<file path="src/rtl/sram_arb_if.sv">
// Request/response bundle between the three client ports, the arbiter and the
// single-access SDRAM controller. The arbiter uses the slave view; the
// clients and the controller side together form the master view.
interface sram_arb_if;
  // video fetch port (read-only)
  logic        vid_req;
  logic [23:0] vid_addr;
  logic        vid_ack;
  logic [15:0] vid_dout;

  // CPU (Wishbone bridge) port
  logic        cpu_req;
  logic        cpu_we;
  logic [23:0] cpu_addr;
  logic [15:0] cpu_din;
  logic [1:0]  cpu_sel;
  logic        cpu_ack;
  logic [15:0] cpu_dout;

  // memory-copy / loader port (writes are always full-word)
  logic        cpy_req;
  logic        cpy_we;
  logic [23:0] cpy_addr;
  logic [15:0] cpy_din;
  logic        cpy_ack;
  logic [15:0] cpy_dout;

  // controller side
  logic [23:0] mem_addr;
  logic [15:0] mem_din;
  logic [1:0]  mem_wtbt;
  logic        mem_we;
  logic        mem_rd;
  logic [15:0] mem_dout;

  modport slave (
    input  vid_req, vid_addr,
    input  cpu_req, cpu_we, cpu_addr, cpu_din, cpu_sel,
    input  cpy_req, cpy_we, cpy_addr, cpy_din,
    input  mem_dout,
    output vid_ack, vid_dout,
    output cpu_ack, cpu_dout,
    output cpy_ack, cpy_dout,
    output mem_addr, mem_din, mem_wtbt, mem_we, mem_rd
  );

  modport master (
    output vid_req, vid_addr,
    output cpu_req, cpu_we, cpu_addr, cpu_din, cpu_sel,
    output cpy_req, cpy_we, cpy_addr, cpy_din,
    output mem_dout,
    input  vid_ack, vid_dout,
    input  cpu_ack, cpu_dout,
    input  cpy_ack, cpy_dout,
    input  mem_addr, mem_din, mem_wtbt, mem_we, mem_rd
  );
endinterface

</file>
<file path="src/rtl/sram_arb.sv">
// Three-port scheduler in front of the single-access SDRAM controller.
// Serialises video, CPU and copy accesses onto the controller's edge-triggered
// rd/we strobes using a fixed strobe + access window, since the controller has
// no completion signal. Video has priority, bounded by a burst limit; CPU and
// copy share a round-robin slot.
module sram_arb #(
  parameter int STROBE_CYCLES = 4,
  parameter int ACCESS_CYCLES = 28,
  parameter int VID_BURST     = 4
) (
  input  logic       clk_ram,
  input  logic       init_n,
  sram_arb_if.slave  bus,
  output logic       busy,
  output logic [1:0] grant
);

  localparam int CNT_MAX = (STROBE_CYCLES > ACCESS_CYCLES) ? STROBE_CYCLES : ACCESS_CYCLES;
  localparam int CNT_W   = $clog2(CNT_MAX + 1);
  localparam int VID_W   = $clog2(VID_BURST + 1);

  typedef enum logic [2:0] {
    S_IDLE,
    S_ISSUE,
    S_WAIT,
    S_DONE,
    S_GAP
  } state_t;

  typedef enum logic [1:0] {
    P_NONE = 2'd0,
    P_VID  = 2'd1,
    P_CPU  = 2'd2,
    P_CPY  = 2'd3
  } port_t;

  state_t            state;
  state_t            state_nxt;
  logic [CNT_W-1:0]  cnt;
  logic [CNT_W-1:0]  cnt_nxt;

  // arbitration state: rr_ptr 0 = cpu next, 1 = cpy next
  logic              rr_ptr;
  logic [VID_W-1:0]  vid_run;
  logic              other_pend;
  port_t             rr_win;
  port_t             win;
  logic              win_we;
  logic              grant_take;

  // latched access
  port_t             grant_r;
  logic              acc_we;
  logic [23:0]       mem_addr_r;
  logic [15:0]       mem_din_r;
  logic [1:0]        mem_wtbt_r;
  logic              mem_we_r;
  logic              mem_rd_r;

  logic              vid_ack_r;
  logic              cpu_ack_r;
  logic              cpy_ack_r;
  logic [15:0]       vid_dout_r;
  logic [15:0]       cpu_dout_r;
  logic [15:0]       cpy_dout_r;

  // Winner selection: video first unless it has used up its burst while a
  // CPU/copy request waits; CPU vs copy by round-robin pointer.
  always_comb begin
    other_pend = bus.cpu_req | bus.cpy_req;
    rr_win     = P_NONE;
    win        = P_NONE;
    win_we     = 1'b0;
    if (bus.cpu_req && (!rr_ptr || !bus.cpy_req)) begin
      rr_win = P_CPU;
    end else if (bus.cpy_req) begin
      rr_win = P_CPY;
    end
    if (bus.vid_req && !(other_pend && (vid_run == VID_W'(VID_BURST)))) begin
      win = P_VID;
    end else begin
      win = rr_win;
    end
    case (win)
      P_CPU:   win_we = bus.cpu_we;
      P_CPY:   win_we = bus.cpy_we;
      default: win_we = 1'b0;
    endcase
  end

  // Requests are only looked at in IDLE; later arrivals wait their turn.
  assign grant_take = (state == S_IDLE) && (win != P_NONE);

  // Access sequencer state register.
  always_ff @(posedge clk_ram or negedge init_n) begin
    if (!init_n) begin
      state <= S_IDLE;
      cnt   <= '0;
    end else begin
      state <= state_nxt;
      cnt   <= cnt_nxt;
    end
  end

  // Access sequencer next state: fixed-length strobe, then fixed wait window.
  always_comb begin
    state_nxt = state;
    cnt_nxt   = cnt;
    case (state)
      S_IDLE: begin
        if (grant_take) begin
          state_nxt = S_ISSUE;
          cnt_nxt   = '0;
        end
      end
      S_ISSUE: begin
        if (cnt == CNT_W'(STROBE_CYCLES - 1)) begin
          state_nxt = S_WAIT;
          cnt_nxt   = '0;
        end else begin
          cnt_nxt = cnt + CNT_W'(1);
        end
      end
      S_WAIT: begin
        if (cnt == CNT_W'(ACCESS_CYCLES - 1)) begin
          state_nxt = S_DONE;
          cnt_nxt   = '0;
        end else begin
          cnt_nxt = cnt + CNT_W'(1);
        end
      end
      S_DONE:  state_nxt = S_GAP;
      S_GAP:   state_nxt = S_IDLE;
      default: state_nxt = S_IDLE;
    endcase
  end

  // Round-robin pointer and video run counter, updated only on IDLE decisions.
  always_ff @(posedge clk_ram or negedge init_n) begin
    if (!init_n) begin
      rr_ptr  <= 1'b0;
      vid_run <= '0;
    end else if (grant_take && (win != P_VID)) begin
      rr_ptr  <= (win == P_CPU);
      vid_run <= '0;
    end else if (grant_take && other_pend) begin
      vid_run <= vid_run + VID_W'(1);
    end else if ((state == S_IDLE) && !other_pend) begin
      vid_run <= '0;
    end
  end

  // Latch the winner's address, data and byte enables; hold until next grant.
  always_ff @(posedge clk_ram or negedge init_n) begin
    if (!init_n) begin
      grant_r    <= P_NONE;
      acc_we     <= 1'b0;
      mem_addr_r <= '0;
      mem_din_r  <= '0;
      mem_wtbt_r <= 2'b11;
    end else if (grant_take) begin
      grant_r <= win;
      acc_we  <= win_we;
      case (win)
        P_VID: begin
          mem_addr_r <= bus.vid_addr;
          mem_wtbt_r <= 2'b11;
        end
        P_CPU: begin
          mem_addr_r <= bus.cpu_addr;
          mem_din_r  <= bus.cpu_din;
          mem_wtbt_r <= bus.cpu_we ? bus.cpu_sel : 2'b11;
        end
        P_CPY: begin
          mem_addr_r <= bus.cpy_addr;
          mem_din_r  <= bus.cpy_din;
          mem_wtbt_r <= 2'b11;
        end
        default: ;
      endcase
    end else if (state == S_DONE) begin
      grant_r <= P_NONE;
    end
  end

  // Strobes are high exactly while ISSUE lasts; reset drops them at once.
  always_ff @(posedge clk_ram or negedge init_n) begin
    if (!init_n) begin
      mem_we_r <= 1'b0;
      mem_rd_r <= 1'b0;
    end else if (grant_take) begin
      mem_we_r <= win_we;
      mem_rd_r <= !win_we;
    end else if (state_nxt != S_ISSUE) begin
      mem_we_r <= 1'b0;
      mem_rd_r <= 1'b0;
    end
  end

  // One-cycle acknowledge to the owner; reads also capture controller data.
  always_ff @(posedge clk_ram or negedge init_n) begin
    if (!init_n) begin
      vid_ack_r  <= 1'b0;
      cpu_ack_r  <= 1'b0;
      cpy_ack_r  <= 1'b0;
      vid_dout_r <= '0;
      cpu_dout_r <= '0;
      cpy_dout_r <= '0;
    end else begin
      vid_ack_r <= (state == S_DONE) && (grant_r == P_VID);
      cpu_ack_r <= (state == S_DONE) && (grant_r == P_CPU);
      cpy_ack_r <= (state == S_DONE) && (grant_r == P_CPY);
      if ((state == S_DONE) && !acc_we) begin
        case (grant_r)
          P_VID:   vid_dout_r <= bus.mem_dout;
          P_CPU:   cpu_dout_r <= bus.mem_dout;
          P_CPY:   cpy_dout_r <= bus.mem_dout;
          default: ;
        endcase
      end
    end
  end

  // Busy flag tracks the sequencer leaving IDLE.
  always_ff @(posedge clk_ram or negedge init_n) begin
    if (!init_n) begin
      busy <= 1'b0;
    end else begin
      busy <= (state_nxt != S_IDLE);
    end
  end

  assign grant        = grant_r;
  assign bus.mem_addr = mem_addr_r;
  assign bus.mem_din  = mem_din_r;
  assign bus.mem_wtbt = mem_wtbt_r;
  assign bus.mem_we   = mem_we_r;
  assign bus.mem_rd   = mem_rd_r;
  assign bus.vid_ack  = vid_ack_r;
  assign bus.cpu_ack  = cpu_ack_r;
  assign bus.cpy_ack  = cpy_ack_r;
  assign bus.vid_dout = vid_dout_r;
  assign bus.cpu_dout = cpu_dout_r;
  assign bus.cpy_dout = cpy_dout_r;

endmodule
</file>
<file path="src/flat_wrapper.sv">
// flat-port wrapper written by rule: the top's interface ports become plain ports
module sram_arb_flat 
#(
  parameter int STROBE_CYCLES = 4,
  parameter int ACCESS_CYCLES = 28,
  parameter int VID_BURST     = 4
)
  (clk_ram, init_n, busy, grant, bus_vid_req, bus_vid_addr, bus_cpu_req, bus_cpu_we, bus_cpu_addr, bus_cpu_din, bus_cpu_sel, bus_cpy_req, bus_cpy_we, bus_cpy_addr, bus_cpy_din, bus_mem_dout, bus_vid_ack, bus_vid_dout, bus_cpu_ack, bus_cpu_dout, bus_cpy_ack, bus_cpy_dout, bus_mem_addr, bus_mem_din, bus_mem_wtbt, bus_mem_we, bus_mem_rd);
  sram_arb_if bus_i ();
  input  logic clk_ram;
  input  logic init_n;
  output logic busy;
  output logic [1:0] grant;
  input wire logic [$bits(bus_i.vid_req)-1:0] bus_vid_req;
  input wire logic [$bits(bus_i.vid_addr)-1:0] bus_vid_addr;
  input wire logic [$bits(bus_i.cpu_req)-1:0] bus_cpu_req;
  input wire logic [$bits(bus_i.cpu_we)-1:0] bus_cpu_we;
  input wire logic [$bits(bus_i.cpu_addr)-1:0] bus_cpu_addr;
  input wire logic [$bits(bus_i.cpu_din)-1:0] bus_cpu_din;
  input wire logic [$bits(bus_i.cpu_sel)-1:0] bus_cpu_sel;
  input wire logic [$bits(bus_i.cpy_req)-1:0] bus_cpy_req;
  input wire logic [$bits(bus_i.cpy_we)-1:0] bus_cpy_we;
  input wire logic [$bits(bus_i.cpy_addr)-1:0] bus_cpy_addr;
  input wire logic [$bits(bus_i.cpy_din)-1:0] bus_cpy_din;
  input wire logic [$bits(bus_i.mem_dout)-1:0] bus_mem_dout;
  output wire logic [$bits(bus_i.vid_ack)-1:0] bus_vid_ack;
  output wire logic [$bits(bus_i.vid_dout)-1:0] bus_vid_dout;
  output wire logic [$bits(bus_i.cpu_ack)-1:0] bus_cpu_ack;
  output wire logic [$bits(bus_i.cpu_dout)-1:0] bus_cpu_dout;
  output wire logic [$bits(bus_i.cpy_ack)-1:0] bus_cpy_ack;
  output wire logic [$bits(bus_i.cpy_dout)-1:0] bus_cpy_dout;
  output wire logic [$bits(bus_i.mem_addr)-1:0] bus_mem_addr;
  output wire logic [$bits(bus_i.mem_din)-1:0] bus_mem_din;
  output wire logic [$bits(bus_i.mem_wtbt)-1:0] bus_mem_wtbt;
  output wire logic [$bits(bus_i.mem_we)-1:0] bus_mem_we;
  output wire logic [$bits(bus_i.mem_rd)-1:0] bus_mem_rd;
  assign bus_i.vid_req = bus_vid_req;
  assign bus_i.vid_addr = bus_vid_addr;
  assign bus_i.cpu_req = bus_cpu_req;
  assign bus_i.cpu_we = bus_cpu_we;
  assign bus_i.cpu_addr = bus_cpu_addr;
  assign bus_i.cpu_din = bus_cpu_din;
  assign bus_i.cpu_sel = bus_cpu_sel;
  assign bus_i.cpy_req = bus_cpy_req;
  assign bus_i.cpy_we = bus_cpy_we;
  assign bus_i.cpy_addr = bus_cpy_addr;
  assign bus_i.cpy_din = bus_cpy_din;
  assign bus_i.mem_dout = bus_mem_dout;
  assign bus_vid_ack = bus_i.vid_ack;
  assign bus_vid_dout = bus_i.vid_dout;
  assign bus_cpu_ack = bus_i.cpu_ack;
  assign bus_cpu_dout = bus_i.cpu_dout;
  assign bus_cpy_ack = bus_i.cpy_ack;
  assign bus_cpy_dout = bus_i.cpy_dout;
  assign bus_mem_addr = bus_i.mem_addr;
  assign bus_mem_din = bus_i.mem_din;
  assign bus_mem_wtbt = bus_i.mem_wtbt;
  assign bus_mem_we = bus_i.mem_we;
  assign bus_mem_rd = bus_i.mem_rd;
  sram_arb #(.STROBE_CYCLES(STROBE_CYCLES), .ACCESS_CYCLES(ACCESS_CYCLES), .VID_BURST(VID_BURST)) u_core (.clk_ram(clk_ram), .init_n(init_n), .bus(bus_i), .busy(busy), .grant(grant));
endmodule
</file>
<file path="config.mk">
export PLATFORM = sky130hd
export DESIGN_NAME = sram_arb_flat
export DESIGN_NICKNAME = d
export VERILOG_FILES = /design/src/rtl/sram_arb_if.sv /design/src/rtl/sram_arb.sv /design/src/flat_wrapper.sv
export SDC_FILE = /design/constraint.sdc
export NUM_CORES = 1
export LEC_CHECK = 0
export ABC_CLOCK_PERIOD_IN_PS = 4800
export BUFFER_PORTS_ARGS = -buffer_cell sky130_fd_sc_hd__buf_2
export CAP_MARGIN = 30
export CORE_MARGIN = 5
export CORE_UTILIZATION = 50
export CTS_BUF_LIST = sky130_fd_sc_hd__clkbuf_4 sky130_fd_sc_hd__clkbuf_8 sky130_fd_sc_hd__clkbuf_16
export DETAILED_ROUTE_END_ITERATION = 8
export PLACE_DENSITY = 0.95
export SKIP_CTS_REPAIR_TIMING = 1
export SYNTH_ARGS = -nofsm -noshare
export SYNTH_HDL_FRONTEND = slang
export SYNTH_SLANG_ARGS = --single-unit
</file>
<file path="constraint.sdc">
create_clock -name clk_ram -period 4.8 [get_ports clk_ram]
set_clock_uncertainty 0.1 [all_clocks]
set_input_delay 0.96 -clock clk_ram [delete_from_list [all_inputs] [get_ports clk_ram]]
set_output_delay 0.96 -clock clk_ram [all_outputs]
set_load 0.03 [all_outputs]
</file>
==> impl_metrics.csv <==
group,metric,value,unit
setup_path,crit_path_start_kind,"register",
yosys,synth_cell_types,45,
finish,mostFrequentLayoutCells,"225 x buf_2, 109 x dfrtp_1, 53 x o21ai_0",
sta,worst_slew_pin_slew,1.01,ns
setup_path,setup.worst_path.start,"u_core.state[1]$_DFF_PN0_",
clock_network,clk_pin_slew_worst_paths,0.12,ns
power_and_ir_drop,peakVddDrop,0.349,mV
finish,final.fill_count,710,
setup_path,required,4.97,ns
setup_path,end_kind,"register",
placement,port_buffers,226,
drt,drt-total-wl,14700,microns
drt,wire_per_inst,18.8,microns
yosys,synth-simple-area-share,0.0933,
power_and_ir_drop,p_leak,3.20,nW
setup_path,crit_type,"register to register",
setup_path,reg2reg_slack,2.06,ns
finish,final_common_cell,"buf_2",
sta,setup_tns,0,ns
clock_network,numCtsBuffers,9,
yosys,async_flop_share,1.00,
sta,hold_ws,0.313,ns
grt,globalRouteMet2Util,0.427,
drt,num_vias,4408,
clock_network,cts.sinks,111,
setup_path,r2r-start,"u_core.state[1]$_DFF_PN0_",
sta,rsz0062_at_grt,"false",
yosys,synthXorXnorAreaFrac,0.00181,
sta,period_share,0.570,
yosys,synth_fa_ha_area_frac,0.00778,
setup_path,crit_path_max_incr_delay,0.89,ns
yosys,yosysTopAreaCell,"dfrtp_1",
yosys,avgSynthCellArea,11.4,sq um
sta,slew_headroom,0.323,
yosys,yosys-mux-area-fraction,0.117,
drt,drc,0,
setup_path,path_buf_inv,0,
clock_network,htree_levels,3,
grt,grt_pass1_vias,4573,
yosys,netlist_instances,425,
grt,grtUsageMet3,0.0591,
drt,antenna_left,0,
yosys,synthFlopType,"dfrtp_1",
finish,final_nets,775,
flow_run,cap_violations,0,
yosys,synth_compound_area_frac,0.172,
placement,dp_hpwl,11000,microns
finish,syn2layout_area_growth,30.9,%
floorplan,num_rows,35,
finish,drive_gt1_frac,0.477,
floorplan,core-area,9330,sq um
setup_path,critPathTopFamily,"simple AND/OR/NAND/NOR gates",
sta,hold_violations,0,
floorplan,die_height,108,microns
grt,met1_usage,0.290,
sta,period_needed,2.74,ns
yosys,synth_fp_nets,557,
grt,grt_pass1_wl,22400,microns
grt,grt_max_degree,81,
grt,grtUsageTotal,0.245,
yosys,synth_area,4830,sq um
drt,vias_per_cell,5.65,
yosys,synth_top_area_share,0.565,
grt,gr-max-usage-layer,"met2",
floorplan,initial_core_util,0.518,
yosys,synth-edff-count,0,
sta,final_max_slew_viol_count,0,
yosys,ys_seq_area_frac,0.576,
yosys,synthTopCellsByArea,"dfrtp_1 57%, mux2_2 10%, o21ai_0 5.5%",
setup_path,crit_end,"u_core.rr_ptr$_DFFE_PN0P_",
floorplan,die_area,11700,sq um
setup_path,arrival,2.91,ns
clock_network,clk_path_buf_depth,2,
sta,setup-violations-final,0,
placement,gp_congestion,0.868,
yosys,ys_warn_count,0,
drt,dr.pass1.iters,5,
floorplan,die_w,108,microns
clock_network,cts_tree,"done",
setup_path,critical_path.max_fanout,34,
yosys,ys_seq_elements,111,
worst_hold_path,hold_path_class,"input pin to asynchronous set/reset pin",
setup_path,critical-path-slowest-cell,"nand3_1",
setup_path,worstReg2RegEnd,"u_core.rr_ptr$_DFFE_PN0P_",
yosys,synth_top_family_by_area,"compound AO/OA/AOI/OAI gates",
drt,drt_iter0_drc,368,
grt,antenna_found_initial,3,
setup_path,reg2reg_depth,3,
clock_network,cts_root_buffer,"clkbuf_8",
grt,overflow,0,
setup_path,path_cells,"nor3_1 > nand3_1 > mux2_2",
setup_path,path_depth,3,
outcome,outcome,"completed",
power_and_ir_drop,powerDensity,701,nW/um^2
floorplan,ioPinCount,227,
sta,clock.fmax,365,MHz
clock_network,clkLatencyLatePin,0.37,ns
-- per-layer routing --
layer	routed length, microns	vias to the layer above
met5	0	-
met4	451	0
met3	1470	38
met2	7530	290
met1	5200	2088
li1	-	1992
-- cell families (layout without fill, tap and decap cells) --
| group | Yosys count | count (layout) |
|---|---|---|
| flip-flops | 111 | 111 |
| XOR/XNOR | 1 | 1 |
| adder cells (fa/ha/maj) | 3 | 3 |
| multiplexers | 50 | 50 |
| AND/OR/NAND/NOR | 94 | 94 |
| buffers and inverters | 31 | 254 |
| other | 0 | 3 |
| AO/OA/AOI/OAI | 135 | 135 |
-- cell type report --
class,instances,area (sq um),area share
diodes,3,7.51,0.00119
inverters,4,15.0,0.00238
clock buffers,9,124,0.0196
repair buffers,234,1240,0.196
well taps,129,161,0.0255
clock inverters,7,95.1,0.0150
multi-input cells,283,1890,0.300
flip-flops and latches,111,2780,0.440
-- how the worst min path moves through the flow --
stage	startpoint	to	slack [ns]	cells past startpoint
after floorplan	u_core.vid_run[2]$_DFFE_PN0P_	u_core.vid_run[2]$_DFFE_PN0P_	0.39	1
after global placement	u_core.bus.mem_din[15]$_DFFE_PN0P_	u_core.bus.mem_din[15]$_DFFE_PN0P_	0.36	2
after detailed placement	u_core.bus.mem_we$_DFFE_PN0P_	u_core.bus.mem_we$_DFFE_PN0P_	0.36	1
after CTS	u_core.bus.mem_we$_DFFE_PN0P_	u_core.bus.mem_we$_DFFE_PN0P_	0.39	1
after global routing	init_n	u_core.bus.cpu_dout[10]$_DFFE_PN0P_	0.30	1
final	init_n	u_core.bus.cpy_dout[10]$_DFFE_PN0P_	0.31	1
-- cell usage after synthesis (2+ instances only) --
library cell	number
a21o_1	2
buf_6	2
dfstp_2	2
mux2_2	45
buf_2	7
o21ai_0	53
nor3b_1	2
or3b_2	2
and3_1	2
nand3_1	8
clkbuf_1	16
ha_1	3
nor2_1	34
nor3_1	5
nor2b_1	2
dfrtp_1	109
a221oi_1	24
a21oi_1	27
o22ai_1	16
mux2_1	4
nand2b_1	2
inv_1	3
nand2_1	28
a31oi_1	4
or2_2	3
-- registers in the layout, indices dropped and copies added, names as in the netlist --
| name | count |
|---|---|
| u_core.acc_we | 1 |
| u_core.bus.cpu_ack | 1 |
| u_core.bus.cpu_dout | 16 |
| u_core.bus.cpy_ack | 1 |
| u_core.bus.cpy_dout | 16 |
| u_core.bus.mem_addr | 24 |
| u_core.bus.mem_din | 16 |
| u_core.bus.mem_rd | 1 |
| u_core.bus.mem_we | 1 |
| u_core.bus.mem_wtbt | 2 |
| u_core.bus.vid_ack | 1 |
| u_core.bus.vid_dout | 16 |
| u_core.busy | 1 |
| u_core.cnt | 5 |
| u_core.grant | 2 |
| u_core.rr_ptr | 1 |
| u_core.state | 3 |
| u_core.vid_run | 3 |
-- through the flow --
stage / std cells / util / area, sq um / power, mW / setup slack, ns
2_1_floorplan: 425 / - / 4830 / 3.10 / 2.49
3_3_place_gp: 758 / 0.646 / 6020 / 3.70 / 1.95
3_5_place_dp: 760 / 0.650 / 6060 / 3.84 / 1.95
4_1_cts: 776 / 0.674 / 6280 / 4.44 / 2.09
5_1_grt: 780 / 0.677 / 6320 / 4.68 / 1.80
6_report: 780 / 0.677 / 6320 / 4.43 / 2.06
-- power by group --
group | switching (mW) | internal [mW]
registers | 0.257 | 1.36
clock network | 0.339 | 0.259
logic | 1.49 | 0.723
total | 2.09 | 2.34
Power figures use the tool's default switching activity.
